[src/rtl/counter_gating_pkg.sv]
// Shared constants for the gated counter bank:
// count modes, directions and parameter limits.
package counter_gating_pkg;

    localparam int MAX_CH    = 16;
    localparam int MAX_WIDTH = 32;
    localparam int MIN_WIDTH = 2;

    localparam bit MODE_WRAP     = 1'b0;
    localparam bit MODE_SATURATE = 1'b1;

    localparam bit DIR_UP = 1'b1;
    localparam bit DIR_DN = 1'b0;

endpackage

[src/rtl/clk_gate_cell.sv]
// Integrated clock gate: low-transparent enable latch
// followed by an AND, so gclk never glitches.
module clk_gate_cell (
    input  logic clk,
    input  logic en,
    input  logic scan_en,
    output logic gclk
);

    logic en_lat;

    // Capture the request only while clk is low
    always_latch begin
        if (!clk) en_lat <= en | scan_en;
    end

    assign gclk = clk & en_lat;

endmodule

[src/rtl/gated_counter_bank.sv]
// Bank of independent up/down counters, each on
// its own gated clock, with load and terminal flags.
module gated_counter_bank
    import counter_gating_pkg::*;
#(
    parameter int NUM_CH   = 4,
    parameter int WIDTH    = 4,
    parameter int SATURATE = 0
) (
    input  logic                    clk,
    input  logic                    rst_n,
    input  logic                    scan_en,
    input  logic [NUM_CH-1:0]       enable,
    input  logic [NUM_CH-1:0]       up_dn,
    input  logic [NUM_CH-1:0]       load,
    input  logic [NUM_CH*WIDTH-1:0] load_val,
    output logic [NUM_CH*WIDTH-1:0] count_out,
    output logic [NUM_CH-1:0]       tc_out,
    output logic [NUM_CH-1:0]       gclk_active
);

    localparam bit SAT_MODE =
        (SATURATE != 0) ? MODE_SATURATE : MODE_WRAP;
    localparam logic [WIDTH-1:0] CNT_MAX = '1;
    localparam logic [WIDTH-1:0] CNT_MIN = '0;

    logic [NUM_CH-1:0] gclk;

    for (genvar i = 0; i < NUM_CH; i++) begin : g_ch

        logic             req;
        logic             req_lat;
        logic [WIDTH-1:0] cnt;
        logic [WIDTH-1:0] lv;
        logic             at_max;
        logic             at_min;

        assign req = enable[i] | load[i] | scan_en;
        assign lv  = load_val[i*WIDTH +: WIDTH];

        assign at_max = (cnt == CNT_MAX);
        assign at_min = (cnt == CNT_MIN);

        clk_gate_cell u_icg (
            .clk     (clk),
            .en      (enable[i] | load[i]),
            .scan_en (scan_en),
            .gclk    (gclk[i])
        );

        // Observable copy of the gate enable, same timing as the ICG latch
        always_latch begin
            if (!clk) req_lat <= req;
        end

        // Counter register on the channel's gated clock; load beats counting
        always_ff @(posedge gclk[i] or negedge rst_n) begin
            if (!rst_n) begin
                cnt <= '0;
            end else if (load[i]) begin
                cnt <= lv;
            end else if (enable[i]) begin
                if (up_dn[i] == DIR_UP) begin
                    if (!(SAT_MODE == MODE_SATURATE && at_max))
                        cnt <= cnt + 1'b1;
                end else begin
                    if (!(SAT_MODE == MODE_SATURATE && at_min))
                        cnt <= cnt - 1'b1;
                end
            end
        end

        assign count_out[i*WIDTH +: WIDTH] = cnt;
        assign tc_out[i] = (up_dn[i] == DIR_UP) ? at_max : at_min;
        assign gclk_active[i] = req_lat;

    end

endmodule

[config.mk]
export PLATFORM = sky130hd
export DESIGN_NAME = gated_counter_bank
export DESIGN_NICKNAME = d
export VERILOG_FILES = /design/src/rtl/counter_gating_pkg.sv /design/src/rtl/clk_gate_cell.sv /design/src/rtl/gated_counter_bank.sv
export SDC_FILE = /design/constraint.sdc
export NUM_CORES = 1
export LEC_CHECK = 0
export ABC_AREA = 1
export CAP_MARGIN = 5
export CORE_ASPECT_RATIO = 0.6
export CORE_MARGIN = 10
export CORE_UTILIZATION = 46
export CTS_BUF_LIST = sky130_fd_sc_hd__clkbuf_8
export DETAILED_ROUTE_END_ITERATION = 8
export PLACE_DENSITY = 0.91
export SLEW_MARGIN = 20
export SYNTH_ARGS = -nofsm -noshare
export SYNTH_HDL_FRONTEND = slang
export SYNTH_HIERARCHICAL = 1
export SYNTH_SLANG_ARGS = --single-unit
[constraint.sdc]
create_clock -name vclk -period 0.8
set_input_delay 0.16 -clock vclk [all_inputs]
set_output_delay 0.16 -clock vclk [all_outputs]
set_load 0.03 [all_outputs]
### Yosys cells after proc, flatten, opt, wreduce, memory -nomap -nowiden

Cells that the tools add are included.

* add/sub/neg operators: 8
* bitwise gates (word level): 12
* equal/unequal tests: 4
* reductions and logical operators: 8
* muxes and demuxes: 20

Operators with widths (count)
* two-way mux 4 bit: 12
* adder 4 x 1 -> 4 bit (second input constant): 4
* equality test 4 bit (second input constant): 4
* logical NOT 4 bit: 4
* subtractor 4 x 1 -> 4 bit (second input constant): 4
* two-way mux 1 bit: 8
* OR 1 bit: 8
* nonzero test 2 bit: 4
* AND 1 bit: 4

* bits in latches: 4
* register bits after elaboration: 16
* output and inout bits: 24
* bits of input ports: 31

### Logic depth before layout (Yosys ltp)

Gate-level depths: netlist of run 1.

* depth in word-level cells: 4
* depth in mapped cells: 8

### Modules after synthesis

Netlist of run 1, hierarchy kept.

Modules (own cells, without submodules)
* gated_counter_bank: cells an instance 187, area an instance 1383.8 um^2, times used 1
* clk_gate_cell: cells an instance 6, area an instance 33.8 um^2, times used 4

==> summary.md, run 1 <==
| Metric | Value |
|---|---|
| Max Cap Viol | 0 |
| Non-Filler Instances | around 310 |
| Pre-antenna DRT Iters | 4 |
| Post-synth EDFFs | 0 |
| ANT nets after route | 0 |
| CP Class | primary input to primary output |
| Endpoints left unconstrained | 44 |
| Peak supply drop | 0.0002094 V |
| Count of cell types in the netlist | 18 |
| Worst EP required | 0.64 ns |
| Main flop type after synthesis | dfrtp_1 |
| Post-synth design cell area | about 1500 sq um |
| Maximum clock rate | roughly 1300 MHz |
| Routed vias/inst | roughly 4.8 |
| Register pins left without a clock | 24 |
| Final setup vio count | 0 |
| Post-layout min period | between 0.7 and 0.8 ns |
| RSZ-0062 raised after global routing | yes |
| Final Routed Wirelength | between 3000 and 4000 microns |
| Layout cell share with drive strength beyond 1 | between 10% and 20% |
| Setup tns final | 0 ns |
| Grt total ovfl | 0 |
| Final Cell Area | between 2000 and 2500 sq um |
| Worst-Margin Slew | 0.7098 ns |
| Initial Utilization | between 40% and 50% |
| Vias in the first global route | 1,377 |
| CP endpoint kind | primary output |
| Hold Crit Class | primary input to primary output |
| Global Route Usage Sum | a little under an eighth |
| Post-CTS Hold Buffers | 0 |
| Ys async rst share | around two thirds |
| Die Wd | 94.19 microns |
| Initial detailed-routing violation count | 49 |
| Dpl cell area | 2116 sq um |
| Ant diodes | 0 |
| Area grow syn2layout | 44.56% |
| Die height | around 65 microns |
| Hpwl dp | between 3000 and 4000 microns |
| Initial antenna violation count | 0 |
| Cells after synthesis | about 210 |
| Main combinational cell family by area after synthesis | simple AND/OR/NAND/NOR gates |
| List of most frequent post-synthesis cells | nand2_1 (66), inv_1 (33), nand3_1 (18), dfrtp_1 (16), nor2_1 (10) |
| Compound-cell area share of the yosys netlist | around 12% |
| RD Place Congestion | about 0.83 |
| Top cells by area, synth | dfrtp_1 (26%), nand2_1 (16%), inv_1 (8.2%) |
| Yosys reg bits | 24 |
| Mapped Nets | ~250 |
| Status | finished, final reports clean |
| Synth Area per Inst | 7.199 sq um |
| Number of I/O pins | 55 |
| Startpoint Class | primary input |
| Final Hold Viols | 0 |
| Crit path max fanout | 3 |
| Hold Path Stages | 4 |
| # nets final | approximately 310 |
| WL/cell | 12.02 microns |
| Final period utilization | between 90% and 100% |
| Num rows | 16 |
| Leak | 1.114 nW |
| Largest net degree at the start of global routing | 17 |
| DRC Markers | 0 |
| XOR/XNOR share of the synthesized area | 2.306% |
| Max_slew headroom | between 50% and 60% |
| Simple-gate share of the synthesized area | 28.91% |
| Cell taking the most area after synthesis | dfrtp_1 |
| P per Cell Area | between 300 and 400 nW/um^2 |
| Placed cell count | between 300 and 400 |
| Crit path DAT | about 0.63 ns |
| DIE AREA | about 6100 sq um |
| Vias | 1,486 |
| Buffers on Ports | 55 |
| Filler Cells Inserted | just under 300 |
| Ys Warns | 6 |
| Most frequent cell after synthesis | nand2_1 |
| Total core area | roughly 3200 sq um |
| Mux contribution to synthesized area | 0% |
| Top cell type's share of synthesized area | between 20% and 30% |
| Area share of fa/ha/maj cells after synthesis | 11.86% |
| Min Hold Slack | 0.6625 ns |
| Fin. max-slew vios | 0 |
| Global-route wire length before repair | 6175 microns |
==> placed cells by master (no fill, tap or decap) <==
cell type        count
a21oi_1              1
a22oi_1              8
buf_4                4
buf_6                6
buf_8                2
clkdlybuf4s50_1     47
dfrtp_1             16
dlxtn_1              8
fa_1                 4
ha_1                 8
inv_1               32
inv_2                5
nand2_1             62
nand2_2              4
nand3_1             17
nand3_2              1
nor2_1               7
nor2_2               4
nor2_4               3
nor3_1               4
o21ai_0              4
o21ai_2             12
or2_1                3
xor2_1               4
==> critical path, stage by stage <==
cell     delay, ns
buf_8         0.10
nor2_4        0.10
nand2_2       0.06
o21ai_2       0.07
buf_6         0.14
==> per-layer routing <==
metal / wire length [microns] / global-route usage [%] / part of all wire (%)
met3: 245 / 1.839 / 6.6
met1: 1795 / 16.00 / 48
met5: 0 / 0 / 0
met2: 1698 / 19.11 / 45
met4: 0 / 0.1887 / 0
==> repair_timing <==
| action | CTS | global route |
|---|---|---|
| endpoints found under the setup margin | 4 | 4 |
| gates resized for setup | 24 | 16 |
| pin swaps | 6 | 1 |
| setup buffers | 2 | 0 |
==> area by class of cell <==
class                   instances  area [sq um]  share of cell area (%)
multi-input cells             146         882.1                   40.17
repair buffers                 59         598.1                   27.24
inverters                      37         138.9                   6.325
flip-flops and latches         24         520.5                   23.70
well taps                      45         56.30                   2.564
==> worst paths after layout <==
| kind | end | start |
|---|---|---|
| setup / recovery | tc_out[3] | up_dn[3] |
| hold / removal | tc_out[1] | up_dn[1] |
==> cell families (layout without fill, tap and decap cells) <==
family          count (synthesis)  in the layout
xor+xnor                        4              4
flops                          16             16
latches                         8              8
fa+ha+maj                      12             12
buf+inv                        41             96
compound gates                 25             25
simple gates                  105            105
==> metrics by stage <==
step,utilization [%],power [mW],worst slack [ns]
5_1_grt,68.13,0.9599,-0.02727
4_1_cts,66.42,0.8499,0.00008321
3_3_place_gp,65.64,0.8191,-0.3871
6_report,68.13,0.8677,0.007228
3_5_place_dp,65.64,0.8406,-0.4276
2_1_floorplan,-,0.4982,0.08622
==> registers in the layout, indices dropped and copies added, names as in the netlist <==
register	count
g_ch.req_lat	4
g_ch.u_icg/en_lat	4
g_ch.cnt	16
==> power breakdown <==
group          internal (mW)  switching [mW]  total, mW
clock                      0               0          0
sequential            0.0824          0.0420      0.124
combinational          0.360           0.383      0.743
No activity file was read; power rests on OpenSTA's default activity.
==> inputs of run 2 (changes only) <==
CORE_UTILIZATION = 40   (was 46)
PLACE_DENSITY = 0.82   (was 0.91)
==> summary.md, run 2 (synthesis gave the netlist of run 1 again) <==
| Metric | Value |
|---|---|
| RSZ-0062 raised after global routing | yes (unchanged) |
| Initial Utilization | 41.52% (was 47.13%) |
| Largest net degree at the start of global routing | 17 (unchanged) |
| WL/cell | 11.88 microns (was 12.02 microns) |
| Slowest cell on crit path | buf_6 (unchanged) |
| CP Class | primary input to primary output (unchanged) |
| Top reg by flops | g_ch.cnt (unchanged) |
| Crit path max fanout | 3 (unchanged) |
| CP endpoint kind | primary output (unchanged) |
| Final Hold Viols | 0 (unchanged) |
| Vias in the first global route | 1,284 (was 1,377) |
| Startpoint Class | primary input (unchanged) |
| Worst setup margin | 0.02457 ns (was 0.007228 ns) |
| RD Place Congestion | 0.7921 (was 0.8327) |
| Post-layout min period | 0.7754 ns (was 0.7928 ns) |
| Routed vias/inst | 4.692 (was 4.778) |
| P per Cell Area | 391.6 nW/um^2 (was 395.2 nW/um^2) |
| Grt total ovfl | 0 (unchanged) |
| Largest register FFs | 16 (unchanged) |
| DRC Markers | 0 (unchanged) |
| Max Cap Viol | 0 (unchanged) |
| Pre-antenna DRT Iters | 4 (unchanged) |
| Layout cell share with drive strength beyond 1 | 14.72% (was 15.41%) |
| Final Cell Area | 2183 sq um (was 2196 sq um) |
| Max_slew headroom | 50.96% (was 52.53%) |
| Dpl cell area | 2118 sq um (was 2116 sq um) |
| Ant diodes | 0 (unchanged) |
| DIE AREA | 6743 sq um (was 6076 sq um) |
| Max stage delay on crit path | 0.14 ns (about the same) |
| Most Used Layer, Global Route | met2 (unchanged) |
| Worst path bufs/invs | 2 (unchanged) |
| Final setup vio count | 0 (unchanged) |
| Total core area | 3659 sq um (was 3223 sq um) |
| # nets final | 310 (was 311) |
| M2 GR Usage | 16.50% (was 19.11%) |
| Final period utilization | 96.93% (was 99.10%) |
| Number of I/O pins | 55 (unchanged) |
| Status | finished, final reports clean (unchanged) |
| Final Routed Wirelength | 3705 microns (was 3739 microns) |
| Kind of cell adding the most delay to the critical path | buffers and inverters (unchanged) |
| Maximum clock rate | 1290 MHz (was 1261 MHz) |
| Hold Crit Class | primary input to primary output (unchanged) |
| Biggest regs | g_ch.cnt x16, g_ch.req_lat x4, g_ch.u_icg/en_lat x4 (unchanged) |
| Commonest non-fill, non-tap cell in the layout | nand2_1 (unchanged) |
| Initial antenna violation count | 0 (unchanged) |
| Global-route wire length before repair | 6016 microns (was 6175 microns) |
| Fin. max-slew vios | 0 (unchanged) |
| M3 GR Usage | 2.342% (was 1.839%) |
| Setup Slack @ Placement | -0.4282 ns (was -0.4276 ns) |
| GR Util met1 | 14.23% (was 16.00%) |
| Leak | 1.107 nW (was 1.114 nW) |
| Initial detailed-routing violation count | 25 (was 49) |
| ANT nets after route | 0 (unchanged) |
| Peak supply drop | 0.0002117 V (was 0.0002094 V) |
| Worst-Margin Slew | 0.7334 ns (was 0.7098 ns) |
| Hpwl dp | 3163 microns (was 3183 microns) |
| Buffers on Ports | 55 (unchanged) |
| Critical path cell sequence | buf_8, nor2_4, nand2_1, o21ai_2, buf_6 (was buf_8, nor2_4, nand2_2, o21ai_2, buf_6) |
| Die Wd | 99.56 microns (was 94.19 microns) |
| Min Hold Slack | 0.6642 ns (was 0.6625 ns) |
| Worst EP required | 0.64 ns (about the same) |
| Vias | 1,464 (was 1,486) |
| Global Route Usage Sum | 10.14% (was 11.47%) |
| Commonest non-fill, non-tap cells in the layout | nand2_1 (63), clkdlybuf4s50_1 (47), inv_1 (32), nand3_1 (17), dfrtp_1 (16) (was nand2_1 (62), clkdlybuf4s50_1 (47), inv_1 (32), nand3_1 (17), dfrtp_1 (16)) |
| Area grow syn2layout | 43.74% (was 44.56%) |
| Final Util | 59.68% (was 68.13%) |
| Num rows | 17 (was 16) |
| Crit path DAT | 0.62 ns (was 0.63 ns) |
| Total design power | 0.8549 mW (was 0.8677 mW) |
| Register pins left without a clock | 24 (unchanged) |
| Endpoints left unconstrained | 44 (unchanged) |
| Die height | 67.73 microns (was 64.51 microns) |
run 2: changes by cell type in the layout (fill, tap and decap cells not counted):
cell     previous run  this run
nand2_1            62        63
nor2_4              3         2
buf_4               4         3
nand2_2             4         3
nor2_2              4         5
run 2: path summary, 6_finish.rpt:
kind / from / endpoint / slack, ns / depth (start not counted)
max: up_dn[0] / tc_out[0] / 0.02 / 5
min: up_dn[2] / tc_out[2] / 0.66 / 5
run 2: report_power, final:
part / switching (mW) / total [mW] / internal, mW
registers: 0.0419 / 0.124 / 0.0825
clock network: 0 / 0 / 0
logic: 0.375 / 0.731 / 0.356
total: 0.417 / 0.855 / 0.438
run 2: routing by layer:
metal	share of wire, %	vias up
li1	-	770
met1	48	650
met2	44	44
met3	8.5	0
met4	0	0
met5	0	-
run 2: layout make-up:
cell class / count / area, sq um
timing repair buffer: 58 / 590.6
sequential: 24 / 520.5
tap: 47 / 58.81
fill: 334 / 1475
multi-input combinational: 146 / 874.6
inverter: 37 / 138.9
run 2: repair_timing:
item,4_1_cts,5_1_grt
pin swaps,5,2
setup endpoints to repair,4,4
hold endpoints to repair,0,0
hold buffers,0,0
gates resized for setup,21,16
setup buffers,1,0
run 2: metrics by stage:
stage / std cells / TNS, ns
after CTS: 312 / -0.1604
final: 312 / 0
after global routing: 312 / -0.02082
after global placement: 311 / -1.524
after detailed placement: 311 / -1.666
after floorplan: 211 / 0
==> variant (settings of run 1) <==
Set the parameter `SATURATE` to 1 (it was 0).
--- a/src/rtl/gated_counter_bank.sv
+++ b/src/rtl/gated_counter_bank.sv
@@ -5,7 +5,7 @@
 #(
     parameter int NUM_CH   = 4,
     parameter int WIDTH    = 4,
-    parameter int SATURATE = 0
+    parameter int SATURATE = 1
 ) (
     input  logic                    clk,
     input  logic                    rst_n,
Check against the original RTL: not checked (the comparison handles one clock edge and no latches or derived clocks); the edit may change what the design does.
==> variant against run 1 <==
The flow now finishes with violations (negative setup slack); setup slack lost 0.056 ns; design area increased by 12%; combinational power increased by 15%; sequential cell count did not move; power rose by 13%; wire length grew 32%; first-iteration DRC count increased to 3.4 times the old value; synthesized area up 12%; core utilization shrank 0.31 points.
==> variant: results <==
metrics = {
    "worst_setup_path": {
        "max_stage_delay_ns": 0.12,
        "worstPathArrival_ns": 0.69,
        "crit_family": "simple AND/OR/NAND/NOR gates",
        "endpoint_kind": "output pin",
        "crit_slowest_cell": "buf_6",
        "crit_fanout": 3,
        "cp-startpoint": "up_dn[1]",
        "cp-endpoint": "tc_out[1]",
    },
    "cells_and_area": {
        "insertedDiodeCount": 0,
        "fin_nets": 367,
        "top_regs": "g_ch.cnt (16), g_ch.req_lat (4), g_ch.u_icg/en_lat (4)",
        "drive_above_1_share_pct": 15.8,
        "num-fill-cells": 314,
    },
    "timing": {
        "final.setup.worst_slack_ns": -0.0488,
        "finalSetupViolCount": 2,
        "setup_tns_ns": -0.0678,
        "tightest_slew_ns": 0.735,
        "unclocked_regs": 24,
        "untimed_endpoints": 44,
    },
    "placed_design": {
        "pre_cts_slack_ns": -0.493,
        "gp_congestion": 0.873,
        "io_buffer_count": 55,
        "dp_cells": 362,
        "placedInstanceArea_mm2": 0.00233,
        "place.detailed.hpwl_mm": 3.94,
    },
    "global_routing": {
        "antenna_found_initial": 0,
        "grt_pass1_wl_mm": 7.99,
        "first_global_vias": 1679,
        "grt.overflow.total": 0,
        "grt_max_degree": 17,
        "grt.total_usage_pct": 13.8,
    },
    "outcome": {
        "violations": "negative setup slack",
        "status": "finished with violations",
    },
    "drt": {
        "viasPerCell": 5.02,
        "vias": 1853,
        "first_pass_iters": 4,
        "first_iter_violations": 165,
        "wl_per_cell_um": 13.4,
    },
    "worst_hold_path": {
        "holdPathStages": 4,
        "hp-class": "in2out",
    },
    "yosys": {
        "yosysUniqueCellTypes": 24,
        "yosys-top-cells-area": "dfrtp_1 (23%), nand2_1 (20%), nand3_1 (8.2%)",
        "synth_cells": 256,
        "synthesis.nets": 299,
        "async_flop_share_pct": 66.7,
        "synthTopCellsByCount": "nand2_1 (91), inv_1 (31), nand3_1 (28)",
        "synth-main-ff-cell": "dfrtp_1",
        "synth_warnings": 6,
    },
    "power_and_ir_drop": {
        "p_leak_nw": 1.29,
        "ir_drop_mv": 0.218,
    },
}
==> variant: how the worst min path moves through the flow <==
stage	slack [ns]	from	endpoint
6_report	0.68	up_dn[2]	tc_out[2]
5_1_grt	0.70	up_dn[0]	tc_out[0]
4_1_cts	0.68	up_dn[2]	tc_out[2]
3_5_place_dp	1.04	up_dn[2]	tc_out[2]
3_3_place_gp	1.03	up_dn[2]	tc_out[2]
2_1_floorplan	0.54	up_dn[2]	tc_out[2]
==> variant: area by class of cell <==
type / count / area [um2] / share of cell area [%]
multi-input combinational: 191 / 1050 / 42.8
inverter: 35 / 134 / 5.46
timing repair buffer: 72 / 689 / 28.1
tap: 47 / 58.8 / 2.40
sequential: 24 / 520 / 21.2
==> variant: report_power, final <==
| group | internal [mW] | switching [mW] |
|---|---|---|
| clock network | 0 | 0 |
| logic | 0.404 | 0.447 |
| registers | 0.0821 | 0.0450 |
| total | 0.486 | 0.492 |
==> variant: metal layers <==
metal  track usage [%]  vias up  part of all wire (%)
li1                  -      934                     -
met1              19.2      850                    46
met2              23.4       69                    47
met3              2.24        0                   7.0
met4             0.356        0                     0
met5                 0        -                     0
==> variant: logic make-up after synthesis <==
logic type,share of synthesized area [%]
flip-flops,23.5
AND/OR/NAND/NOR,39.1
AO/OA/AOI/OAI,5.58
adder cells (fa/ha/maj),10.6
XOR/XNOR,3.08
multiplexers,0.587
buffers and inverters,10.6
latches,7.04
==> variant: repair_timing <==
action / in CTS / in global routing
gates resized for setup: 27 / 16
pin swaps: 4 / 4
gates cloned: 0 / 0
buffers inserted: 5 / 2
setup endpoints to repair: 4 / 3
